===== config.mk =====
export PLATFORM = sky130hd
export DESIGN_NAME = riscv_trace_capture
export DESIGN_NICKNAME = d
export VERILOG_FILES = /design/src/rtl/riscv_trace_capture.sv
export SDC_FILE = /design/constraint.sdc
export NUM_CORES = 2
export LEC_CHECK = 0
export ABC_AREA = 1
export ABC_CLOCK_PERIOD_IN_PS = 9620
export BUFFER_PORTS_ARGS = -buffer_cell sky130_fd_sc_hd__buf_2
export CAP_MARGIN = 25
export CELL_PAD_IN_SITES_DETAIL_PLACEMENT = 1
export CELL_PAD_IN_SITES_GLOBAL_PLACEMENT = 1
export CORE_MARGIN = 2
export CORE_UTILIZATION = 45
export DETAILED_ROUTE_END_ITERATION = 8
export PLACE_DENSITY = 0.69
export SLEW_MARGIN = 20
export SYNTH_ARGS = -nofsm -noshare
export SYNTH_HDL_FRONTEND = slang
export SYNTH_SLANG_ARGS = --single-unit

===== constraint.sdc =====
create_clock -name clk -period 9.62 [get_ports clk]
set_input_delay 1.443 -clock clk [delete_from_list [all_inputs] [get_ports clk]]
set_output_delay 1.443 -clock clk [all_outputs]
set_load 0.1 [all_outputs]

===== src/rtl/riscv_trace_capture.sv =====
// ============================================================================
// Module      : riscv_trace_capture
// Description : Passive trace recorder for the multicycle RISC-V core. Logs
//               one entry per control-state change into a FIFO and drains it
//               through a valid/ready port. Optional macro TRACE_OPERANDS_EN
//               adds ALU operand A/B to every entry.
// Revision    : 1.0 - initial release
// ============================================================================
`timescale 1ns/1ps
`default_nettype none

module riscv_trace_capture #(
  parameter int STATE_W    = 5,
  parameter int DATA_W     = 64,
  parameter int DEPTH      = 16,
  parameter int MAX_CYCLES = 64,
  parameter int STAMP_W    = 16
) (
  input  logic                     clk,
  input  logic                     reset,
  input  logic                     arm,
  input  logic [STATE_W-1:0]       state_in,
  input  logic [DATA_W-1:0]        wd_in,
  input  logic [DATA_W-1:0]        alu_a_in,
  input  logic [DATA_W-1:0]        alu_b_in,
  input  logic [DATA_W-1:0]        alu_y_in,
  input  logic                     rd_ready,
  output logic                     rd_valid,
  output logic [STAMP_W-1:0]       rd_stamp,
  output logic [STATE_W-1:0]       rd_state,
  output logic [DATA_W-1:0]        rd_wd,
  output logic [DATA_W-1:0]        rd_alu_y,
`ifdef TRACE_OPERANDS_EN
  output logic [DATA_W-1:0]        rd_alu_a,
  output logic [DATA_W-1:0]        rd_alu_b,
`endif
  output logic [$clog2(DEPTH):0]   count,
  output logic                     overflow,
  output logic                     capturing,
  output logic                     done
);

  localparam int c_aw = $clog2(DEPTH);
  localparam int c_cw = c_aw + 1;
  localparam logic [c_cw-1:0]    c_depth = c_cw'(DEPTH);
  localparam logic [STAMP_W-1:0] c_last  = STAMP_W'(MAX_CYCLES - 1);

  typedef enum logic [1:0] {
    S_IDLE = 2'd0,
    S_CAP  = 2'd1,
    S_DONE = 2'd2
  } state_t;

  state_t r_state;
  state_t w_state_nxt;
  logic   w_start;

  logic [STAMP_W-1:0] r_cnt;
  logic [STATE_W-1:0] r_prev;
  logic               r_first;
  logic               r_ovf;
  logic [c_aw-1:0]    r_wptr;
  logic [c_aw-1:0]    r_rptr;
  logic [c_cw-1:0]    r_count;

  logic w_push;
  logic w_pop;
  logic w_full;
  logic w_wr_en;
  logic w_drop;

  logic [STAMP_W-1:0] r_mem_stamp [DEPTH];
  logic [STATE_W-1:0] r_mem_state [DEPTH];
  logic [DATA_W-1:0]  r_mem_wd    [DEPTH];
  logic [DATA_W-1:0]  r_mem_y     [DEPTH];

  // ---------------------------------------------------------------- FSM
  always_ff @(posedge clk or negedge reset) begin
    if (!reset) begin
      r_state <= S_IDLE;
    end else begin
      r_state <= w_state_nxt;
    end
  end

  always_comb begin
    w_state_nxt = r_state;
    w_start     = 1'b0;
    case (r_state)
      S_IDLE: begin
        if (arm) begin
          w_state_nxt = S_CAP;
          w_start     = 1'b1;
        end
      end
      S_CAP: begin
        if (r_cnt == c_last) begin
          w_state_nxt = S_DONE;
        end
      end
      S_DONE: begin
        if (arm) begin
          w_state_nxt = S_CAP;
          w_start     = 1'b1;
        end
      end
      default: begin
        w_state_nxt = S_IDLE;
      end
    endcase
  end

  // ---------------------------------------------------------- FIFO control
  assign rd_valid = (r_count != '0);
  assign w_full   = (r_count == c_depth);
  assign w_push   = (r_state == S_CAP) && (r_first || (state_in != r_prev));
  // The arming edge flushes the FIFO, so a coincident pop must not count.
  assign w_pop    = rd_valid && rd_ready && !w_start;
  assign w_wr_en  = w_push && (!w_full || w_pop);
  assign w_drop   = w_push && w_full && !w_pop;

  always_ff @(posedge clk or negedge reset) begin
    if (!reset) begin
      r_cnt   <= '0;
      r_prev  <= '0;
      r_first <= 1'b0;
      r_ovf   <= 1'b0;
      r_wptr  <= '0;
      r_rptr  <= '0;
      r_count <= '0;
    end else if (w_start) begin
      r_cnt   <= '0;
      r_first <= 1'b1;
      r_ovf   <= 1'b0;
      r_wptr  <= '0;
      r_rptr  <= '0;
      r_count <= '0;
    end else begin
      if (r_state == S_CAP) begin
        r_cnt   <= r_cnt + STAMP_W'(1);
        r_prev  <= state_in;
        r_first <= 1'b0;
      end
      if (w_drop) begin
        r_ovf <= 1'b1;
      end
      if (w_wr_en) begin
        r_wptr <= r_wptr + c_aw'(1);
      end
      if (w_pop) begin
        r_rptr <= r_rptr + c_aw'(1);
      end
      case ({w_wr_en, w_pop})
        2'b10:   r_count <= r_count + c_cw'(1);
        2'b01:   r_count <= r_count - c_cw'(1);
        default: r_count <= r_count;
      endcase
    end
  end

  // ------------------------------------------------------------- storage
  always_ff @(posedge clk) begin
    if (w_wr_en) begin
      r_mem_stamp[r_wptr] <= r_cnt;
      r_mem_state[r_wptr] <= state_in;
      r_mem_wd[r_wptr]    <= wd_in;
      r_mem_y[r_wptr]     <= alu_y_in;
    end
  end

  // Head fields are forced to zero when empty so stale slots never leak out.
  assign rd_stamp = rd_valid ? r_mem_stamp[r_rptr] : '0;
  assign rd_state = rd_valid ? r_mem_state[r_rptr] : '0;
  assign rd_wd    = rd_valid ? r_mem_wd[r_rptr]    : '0;
  assign rd_alu_y = rd_valid ? r_mem_y[r_rptr]     : '0;

`ifdef TRACE_OPERANDS_EN
  logic [DATA_W-1:0] r_mem_a [DEPTH];
  logic [DATA_W-1:0] r_mem_b [DEPTH];

  always_ff @(posedge clk) begin
    if (w_wr_en) begin
      r_mem_a[r_wptr] <= alu_a_in;
      r_mem_b[r_wptr] <= alu_b_in;
    end
  end

  assign rd_alu_a = rd_valid ? r_mem_a[r_rptr] : '0;
  assign rd_alu_b = rd_valid ? r_mem_b[r_rptr] : '0;
`else
  logic w_unused_ops;
  assign w_unused_ops = ^{alu_a_in, alu_b_in};
`endif

  assign count     = r_count;
  assign overflow  = r_ovf;
  assign capturing = (r_state == S_CAP);
  assign done      = (r_state == S_DONE);

endmodule

`default_nettype wire

==> metrics.cfg <==
[grt]
grt_usage_pct=24.6
antenna_found_initial=52
grt_pass1_vias=62863
grt_pass1_wl_um=399000
grt_max_degree=283
grt_overflow_total=0

[critical_path]
critical_path_class=flip-flop to primary output
critPathBufInv=5
endpoint=rd_wd[31]
worstReg2RegEnd=r_mem_wd[4][43]
r2r-start=r_state[0]
ff2ff_path_depth=9
cp_max_fo=102
crit_chain=buf_6 -> buf_4 -> buf_12 -> buf_4 -> o21ai_0 -> o221ai_1 -> nand3_1 -> a21oi_1 -> buf_2
cp_common_cell=buf_4
cpPeakStageDelay_ns=0.81
end_kind=primary output
cp.depth=9
crit_arrival_ns=5.75
startpoint_type=flip-flop
crit_slowest_cell=dfrtp_4
cp.required_ns=8.18
crit_start=r_rptr[0]
critical-path-top-delay-family=buffers and inverters
rrSetupSlack_ns=4.99

[timing]
timing.final.crit_share_pct=74.7
slew_headroom_pct=18.5
rsz0062_at_grt=false
fin_tns_setup_ns=0
tightestPinTransition_ns=1.22
hold_slack_ns=0.498
fin_skew_ns=0.0435
period_needed_ns=7.19
hold_viol=0
max_freq_mhz=139
final_max_slew_viol_count=0
finalSetupViolations=0

[cells_and_area]
multi_input_area_um2=19600
regArea_um2=72600
drive_gt1_share_pct=10.6
fillers=20588
nets=7259
syn_to_final_growth_pct=12.9
final-instance-count-excl-fill=9988

[clock_network]
cts_hold_buf=0
clk_pin_slew_worst_paths_ns=0.06
cts-resized-gates=0
post_cts_buffers=0
cts_tree=done
h-tree-depth=5
cts.root.buffer_cell=clkbuf_16
cts-buffers-inserted=275
clock_latency_ns=0.91
cts.sinks=2422
clockBufferDepth=4

[place]
gp_congestion=0.743
port_buffers=294
hpwl_um=124000
dp_cells=9504

[logic_synthesis]
syn_area_per_cell_um2=13.8
syn_area_um2=94600
synth_top_area_cell=edfxtp_1
synth-seq-cells=2422
async_flop_share_pct=1.57
dominantRegCellSynth=edfxtp_1
yosysMostFrequentCell=edfxtp_1
ys_top_cells_by_count=edfxtp_1 (2384), nor2_1 (1449), o21ai_0 (1077), o211ai_1 (351), clkbuf_1 (331)
synth_nets=7115
synth_warnings=0
yosysUniqueCellTypes=35
synthDominantCellAreaShare_pct=75.7
synth_edf_count=2384
synthCells=6840
netlist_top_cells_area=edfxtp_1 (76%), nor2_1 (5.7%), o21ai_0 (5.7%)
yosysSeqAreaShare_pct=76.7

[worst_hold_path]
min_path_type=input port to asynchronous set/reset pin

[die]
num_io_pins=423
die_w_um=463
core_area_um2=209000
dieArea_um2=214000
std_cell_rows=168
initial_core_util_pct=45.2
fp.dieH_um=463

[detailed_routing]
drt_iter0_drc=5615
wl_um=269000
drt_pre_antenna_iters=5
viasPerCell=6.01
drc=0
num_vias=60028
ant_nets=0
route.detailed.wl_per_inst_um=26.9

[job]
drv_cap=0

[outcome]
outcome=complete, no violations

[layer usage]
| layer | track usage (%) | routed length [µm] |
|---|---|---|
| met1 | 33.7 | 117000 |
| met2 | 40.8 | 128000 |
| met3 | 3.71 | 16700 |
| met4 | 7.07 | 6380 |
| met5 | 0 | 109 |
[flip-flops by register name (all words and copies together) (netlist names)]
signal,cells
r_mem_wd,1024
r_rptr,4
overflow,1
r_first,1
count,5
r_mem_stamp,256
r_mem_y,1024
r_state,2
r_wptr,4
r_cnt,16
r_mem_state,80
r_prev,5
[placed cells by master, fill, tap and decap left out, types with 143 or more instances in the layout]
| cell | instances |
|---|---|
| buf_2 | 293 |
| o221ai_1 | 246 |
| edfxtp_1 | 2384 |
| clkbuf_16 | 282 |
| a21oi_1 | 160 |
| o21ai_0 | 1077 |
| o21ai_1 | 179 |
| nor2_1 | 1433 |
| o211ai_1 | 351 |
| nand3_1 | 143 |
[worst register-to-register path: cells and delay by family (launching register included)]
kind	cells	cell delay, ns
AOI/OAI and AO/OA	1	0.54
buffers and inverters	4	2.01
DFF	1	0.38
and+or+nand+nor	4	1.25
[worst min path at each step]
stage,start,end,slack (ns),depth (start not counted)
6_report,reset,r_prev[3],0.50,1
2_1_floorplan,r_first,r_first,0.51,2
5_1_grt,reset,r_prev[1],0.52,1
3_3_place_gp,overflow,overflow,0.50,2
4_1_cts,overflow,overflow,0.53,2
3_5_place_dp,overflow,overflow,0.51,2
[layout make-up]
type	count	area share, %
multi-input cells	3851	18.3
clock inverters	121	0.896
clock buffers	337	6.82
diodes	18	0.0422
flip-flops and latches	2422	67.9
inverters	51	0.223
well taps	2805	3.29
repair buffers	383	2.48
[cells by family after synthesis]
logic type	count (synthesis)	synth area share (%)
compound gates	2157	13.5
buf+inv	567	2.74
simple gates	1681	6.90
flops	2422	76.7
xor+xnor	3	0.0278
fa+ha+maj	10	0.140
[per-stage QoR]
step | setup slack (ns) | cell area [µm²] | util, %
final | 2.43 | 107000 | 51.0
after global routing | 2.08 | 107000 | 51.0
after CTS | 2.01 | 107000 | 50.9
after detailed placement | 3.03 | 98300 | 47.0
after global placement | 3.17 | 98300 | 46.9
after floorplan | -0.0293 | 94600 | -
Power is not shown: default switching activity piles up to over one toggle a cycle in this logic, so the estimate is an artifact.
